`src/rtl/seg_pkg.sv`:
```
// Shared constants for the 7-segment scan driver: blank code, hex decode table, width helper.
package seg_pkg;

  // Active-high "all segments off" before output polarity is applied.
  localparam logic [7:0] SEG_OFF = 8'h00;

  // Active-high {g,f,e,d,c,b,a} codes, indexed by nibble value (entry 15 is leftmost).
  localparam logic [15:0][6:0] SEG_DECODE = {
    7'h71, 7'h79, 7'h5e, 7'h39, 7'h7c, 7'h77, 7'h6f, 7'h7f,
    7'h07, 7'h7d, 7'h6d, 7'h66, 7'h4f, 7'h5b, 7'h06, 7'h3f
  };

  // Counter width for a modulus n, never narrower than one bit.
  function automatic int unsigned idx_width(int unsigned n);
    return (n > 1) ? $clog2(n) : 1;
  endfunction

endpackage

```
`src/rtl/seg_hex_decode.sv`:
```
// Combinational hex nibble to active-high 7-segment code.
module seg_hex_decode
  import seg_pkg::*;
(
  input  logic [3:0] nibble,
  output logic [6:0] code
);

  assign code = SEG_DECODE[nibble];

endmodule

```
`src/rtl/seg_scan_driver.sv`:
```
// Time-multiplexed 7-segment scan driver with frame-synchronous shadow update.
// Define SEG_SCAN_LZB_EN to enable leading-zero blanking of the committed frame.
module seg_scan_driver
  import seg_pkg::*;
#(
  parameter int unsigned DIGITS     = 6,
  parameter int unsigned SCAN_DIV   = 50000,
  parameter int unsigned BLANK_CYC  = 500,
  parameter bit          SEG_ACT_LO = 1'b1,
  parameter bit          SEL_ACT_LO = 1'b1
) (
  input  logic                  sys_clk,
  input  logic                  sys_rst_n,
  input  logic [4*DIGITS-1:0]   data_in,
  input  logic [DIGITS-1:0]     dp_in,
  input  logic [DIGITS-1:0]     en_in,
  input  logic                  load,
  output logic [7:0]            seg,
  output logic [DIGITS-1:0]     sel,
  output logic                  frame_done
);

  localparam int unsigned CntW = idx_width(SCAN_DIV);
  localparam int unsigned IdxW = idx_width(DIGITS);
  localparam logic [CntW-1:0] CntMax   = CntW'(SCAN_DIV - 1);
  localparam logic [CntW-1:0] BlankEnd = CntW'(BLANK_CYC);
  localparam logic [IdxW-1:0] IdxMax   = IdxW'(DIGITS - 1);
  localparam logic [7:0]        SegIdle = SEG_ACT_LO ? ~SEG_OFF : SEG_OFF;
  localparam logic [DIGITS-1:0] SelIdle = SEL_ACT_LO ? '1 : '0;

  logic [CntW-1:0]          cnt_q;
  logic [IdxW-1:0]          idx_q;
  logic                     pend_q;
  logic [DIGITS-1:0][3:0]   pend_data_q, shadow_data_q, commit_data, in_data;
  logic [DIGITS-1:0]        pend_dp_q, pend_en_q;
  logic [DIGITS-1:0]        shadow_dp_q, shadow_en_q, shadow_blank_q;
  logic [DIGITS-1:0]        commit_dp, commit_en, commit_blank;
  logic [7:0]               seg_q, seg_d, seg_act;
  logic [DIGITS-1:0]        sel_q, sel_d, sel_act;
  logic                     frame_done_q;
  logic                     frame_end, commit;
  logic [6:0]               digit_code;

  assign in_data   = data_in;
  assign frame_end = (cnt_q == CntMax) && (idx_q == IdxMax);
  // A load on the boundary cycle bypasses the pending regs into the new frame.
  assign commit      = frame_end && (load || pend_q);
  assign commit_data = load ? in_data : pend_data_q;
  assign commit_dp   = load ? dp_in   : pend_dp_q;
  assign commit_en   = load ? en_in   : pend_en_q;

`ifdef SEG_SCAN_LZB_EN
  logic higher_dark;
  always_comb begin
    commit_blank = '0;
    higher_dark  = 1'b1;
    for (int i = int'(DIGITS) - 1; i >= 1; i--) begin
      commit_blank[i] = higher_dark && (commit_data[i] == 4'h0) && !commit_dp[i];
      if (commit_en[i] && !commit_blank[i]) higher_dark = 1'b0;
    end
  end
`else
  always_comb begin
    commit_blank = '0;
  end
`endif

  seg_hex_decode u_hex_decode (
    .nibble (shadow_data_q[idx_q]),
    .code   (digit_code)
  );

  always_comb begin
    seg_act = SEG_OFF;
    sel_act = '0;
    if (cnt_q >= BlankEnd) begin
      sel_act[idx_q] = 1'b1;
      if (shadow_en_q[idx_q] && !shadow_blank_q[idx_q]) begin
        seg_act = {shadow_dp_q[idx_q], digit_code};
      end
    end
    seg_d = seg_act ^ {8{SEG_ACT_LO}};
    sel_d = sel_act ^ {DIGITS{SEL_ACT_LO}};
  end

  always_ff @(posedge sys_clk or negedge sys_rst_n) begin
    if (!sys_rst_n) begin
      cnt_q          <= '0;
      idx_q          <= '0;
      pend_q         <= 1'b0;
      pend_data_q    <= '0;
      pend_dp_q      <= '0;
      pend_en_q      <= '0;
      shadow_data_q  <= '0;
      shadow_dp_q    <= '0;
      shadow_en_q    <= '0;
      shadow_blank_q <= '0;
      seg_q          <= SegIdle;
      sel_q          <= SelIdle;
      frame_done_q   <= 1'b0;
    end else begin
      if (cnt_q == CntMax) begin
        cnt_q <= '0;
        idx_q <= (idx_q == IdxMax) ? '0 : idx_q + 1'b1;
      end else begin
        cnt_q <= cnt_q + 1'b1;
      end
      if (load) begin
        pend_data_q <= in_data;
        pend_dp_q   <= dp_in;
        pend_en_q   <= en_in;
      end
      if (frame_end) begin
        pend_q <= 1'b0;
      end else if (load) begin
        pend_q <= 1'b1;
      end
      if (commit) begin
        shadow_data_q  <= commit_data;
        shadow_dp_q    <= commit_dp;
        shadow_en_q    <= commit_en;
        shadow_blank_q <= commit_blank;
      end
      frame_done_q <= frame_end;
      seg_q        <= seg_d;
      sel_q        <= sel_d;
    end
  end

  assign seg        = seg_q;
  assign sel        = sel_q;
  assign frame_done = frame_done_q;

endmodule
```
`config.mk`:
```
export PLATFORM = sky130hd
export DESIGN_NAME = seg_scan_driver
export DESIGN_NICKNAME = d
export VERILOG_FILES = /design/src/rtl/seg_pkg.sv /design/src/rtl/seg_hex_decode.sv /design/src/rtl/seg_scan_driver.sv
export SDC_FILE = /design/constraint.sdc
export NUM_CORES = 1
export LEC_CHECK = 0
export ABC_AREA = 1
export CAP_MARGIN = 25
export CELL_PAD_IN_SITES_DETAIL_PLACEMENT = 0
export CELL_PAD_IN_SITES_GLOBAL_PLACEMENT = 1
export CORE_MARGIN = 2
export CORE_UTILIZATION = 42
export CTS_CLUSTER_DIAMETER = 60
export DETAILED_ROUTE_END_ITERATION = 10
export PLACE_DENSITY_LB_ADDON = 0.1
export SLEW_MARGIN = 20
export SYNTH_ARGS = -nofsm -noshare
export SYNTH_HDL_FRONTEND = slang
export SYNTH_SLANG_ARGS = --single-unit
```
`constraint.sdc`:
```
create_clock -name sys_clk -period 2.4 [get_ports sys_clk]
set_clock_uncertainty 0.1 [all_clocks]
set_input_delay 0.6 -clock sys_clk [delete_from_list [all_inputs] [get_ports sys_clk]]
set_output_delay 0.6 -clock sys_clk [all_outputs]
set_load 0.005 [all_outputs]
```
==> metrics.yaml <==
sta:
  fmax_mhz: 482
  fin_crit_sh_pct: 86.5
  max-slew-margin-rel_pct: 69.8
  timing.final.crit_period_ps: 2080
  report.final.slew_viol_count: 0
  tightestPinTransition_ps: 453
  rsz0062_at_grt: "false"
  timing.setup.tns_ps: 0
  hold_viol_final: 0
  setup_violations: 0
power:
  p_sw_share_pct: 22.6
  seqPwrFrac_pct: 54.7
  ir_worst_vdd_v: 0.000480
  p_leak_nw: 3.03
  p_sw_mw: 0.771
  combPwrFrac_pct: 5.7
  power_density_mw_per_mm2: 578
  intPower_mw: 2.65
  power.share.clock_pct: 39.6
  finalPower_mw: 3.42
clock_network:
  cts-root-buf: "clkbuf_16"
  path_clk_slew_ps: 70
  clk-insertion-delay-late_ps: 360
  cts_buffers: 9
  clkSinkCount: 107
  postCtsSetupBuffers: 0
  cts_tree: "yes"
  clock_tree.buffer_depth: 2
  cts-htree-levels: 3
floorplan:
  die_x_um: 113
  coreArea_mm2: 0.0116
  pin_count: 54
  start_util_pct: 43.4
  die_height_um: 113
  die_area_mm2: 0.0128
  num_rows: 39
synth:
  synth_area_per_cell_um2: 8.26
  ys_seq_elements: 107
  syn_nets: 655
  syn_inst: 608
  synthFlopType: "dfrtp_1"
  async_flop_share_pct: 100
  synth_area_mm2: 0.00502
  ys_warn_count: 0
  synth-edff-count: 0
  ys_types: 37
  synth-seq-area-share_pct: 53.7
drt:
  ant_nets: 0
  routed_wl_um: 10700
  dr.pass1.iters: 4
  drt_iter0_markers: 205
  viasPerCell: 4.82
  drc_errors: 0
  wl_per_cell_um: 13.2
  vias: 3897
global_routing:
  grt_usage_pct: 18.3
  grt_max_degree: 49
  grt_pass1_wl_um: 18700
  antenna_found_initial: 0
  first_global_vias: 3825
  grt.overflow.total: 0
place:
  portBuffers: 53
  hpwl_um: 7850
  place.gp.congestion: 0.892
critical_path:
  critical_path_class: "reg -> reg"
  critPathCaptureType: "register"
  start_kind: "register"
  crit_fanout: 10
  crit_arrival_ps: 2260
  cp.required_ps: 2580
final_layout:
  drive_above_1_share_pct: 8.71
  final_common_cell: "nand2_1"
  diodes: 0
  synthToLayoutAreaGrowth_pct: 17.8
  final_nets: 708
  layout_common_cells: "nand2_1 (263), dfrtp_1 (92), nand3_1 (69), clkdlybuf4s50_1 (52), inv_1 (46)"
worst_hold_path:
  min_path_type: "in -> async"
outcome:
  outcome: "completed"
run:
  max-cap-violations: 0
## worst max-delay path, cell delays in order (launching register included)
cell and delay (ps):
dfrtp_1 510, inv_2 160, nand2_2 90, nor2_1 70
nand2_1 60, o21ai_0 100, a21oi_1 340, ha_1 320
nand3_1 90, nand2_1 50, inv_1 50, nand2_1 50
## registers in the layout, indices dropped and copies added (netlist names)
| register | flops |
|---|---|
| cnt_q | 16 |
| idx_q | 3 |
| pend_q | 1 |
| pend_dp_q | 6 |
| shadow_dp_q | 6 |
| shadow_en_q | 6 |
| pend_data_q | 24 |
| pend_en_q | 6 |
| seg | 8 |
| sel | 6 |
| frame_done | 1 |
| shadow_data_q | 24 |
## through the flow
stage	cell area [µm²]	worst slack (ps)	hold WS (ps)	utilization, %	std cells
CTS	5910	244	98.9	51.1	809
floorplan	5020	515	204	-	608
finish	5920	323	91.5	51.2	809
detailed placement	5650	265	360	48.9	793
global route	5920	124	121	51.2	809
global placement	5650	297	357	48.9	793
## final cells by class
| type | count | area (µm²) |
|---|---|---|
| Fill cell | 1133 | 5650 |
| Sequential cell | 107 | 2700 |
| Multi-Input combinational cell | 430 | 1960 |
| Timing Repair Buffer | 63 | 628 |
| Clock buffer | 12 | 236 |
| Inverter | 50 | 188 |
| Tap cell | 143 | 179 |
| Clock inverter | 4 | 26.3 |
## synthesized netlist by cell type, types with 3 or more instances
library cell,n,share of area [%]
nand2_1,263,20
dfrtp_1,93,46
nand3_1,69,6.9
inv_1,46,3.4
nor2_1,30,2.2
dfstp_2,14,7.3
o21ai_0,12,1.2
a21oi_1,9,0.90
ha_1,8,2.0
clkbuf_1,7,0.52
nand4_1,5,0.62
nor3_1,5,0.50
buf_6,4,0.90
nand2_2,4,0.50
buf_2,3,0.30
inv_2,3,0.22
nand2_4,3,0.67
nand3b_1,3,0.45
## repair_timing
action,in CTS,in global routing
gates resized for setup,0,1
endpoints found under the setup margin,0,1
hold buffers,0,0
## cells by family (layout without fill, tap and decap cells)
kind of cell | count (synthesis) | after routing | synth area share [%]
AND/OR/NAND/NOR | 392 | 392 | 33.5
flip-flops | 107 | 107 | 53.7
buffers and inverters | 71 | 129 | 7.23
AO/OA/AOI/OAI | 27 | 27 | 3.04
adder cells (fa/ha/maj) | 8 | 8 | 1.99
XOR/XNOR | 3 | 3 | 0.524
## path summary, 6_finish.rpt
kind,start,to,slack (ps),depth (start not counted)
max,idx_q[1]$_DFFE_PN0N_,seg[1]$_DFF_PN1_,320,11
min,sys_rst_n,cnt_q[2]$_DFF_PN0_,90,1
max reg2reg,idx_q[1]$_DFFE_PN0N_,seg[1]$_DFF_PN1_,320,11
min reg2reg,pend_dp_q[2]$_DFF_PN0_,pend_dp_q[2]$_DFF_PN0_,370,2
max in group asynchronous,sys_rst_n,pend_data_q[14]$_DFF_PN0_,1420,2
min in group sys_clk,pend_dp_q[2]$_DFF_PN0_,pend_dp_q[2]$_DFF_PN0_,370,2
## power groups by stage
stage | sequential (mW) | combinational (mW) | clock, mW
final | 1.87 | 0.194 | 1.36
after global routing | 1.87 | 0.225 | 1.46
after CTS | 1.87 | 0.201 | 1.41
after detailed placement | 1.90 | 0.201 | 0
after global placement | 1.90 | 0.198 | 0
after floorplan | 1.90 | 0.0735 | 0
## per-layer routing
metal  part of all wire [%]  global-route usage (%)  wire length, µm
met1                     50                    25.4             5360
met5                      0                       0                0
met2                     46                    28.3             4900
met3                    3.1                    4.98              332
met4                   0.98                    5.45              105
(Power assumes the default switching activity.)
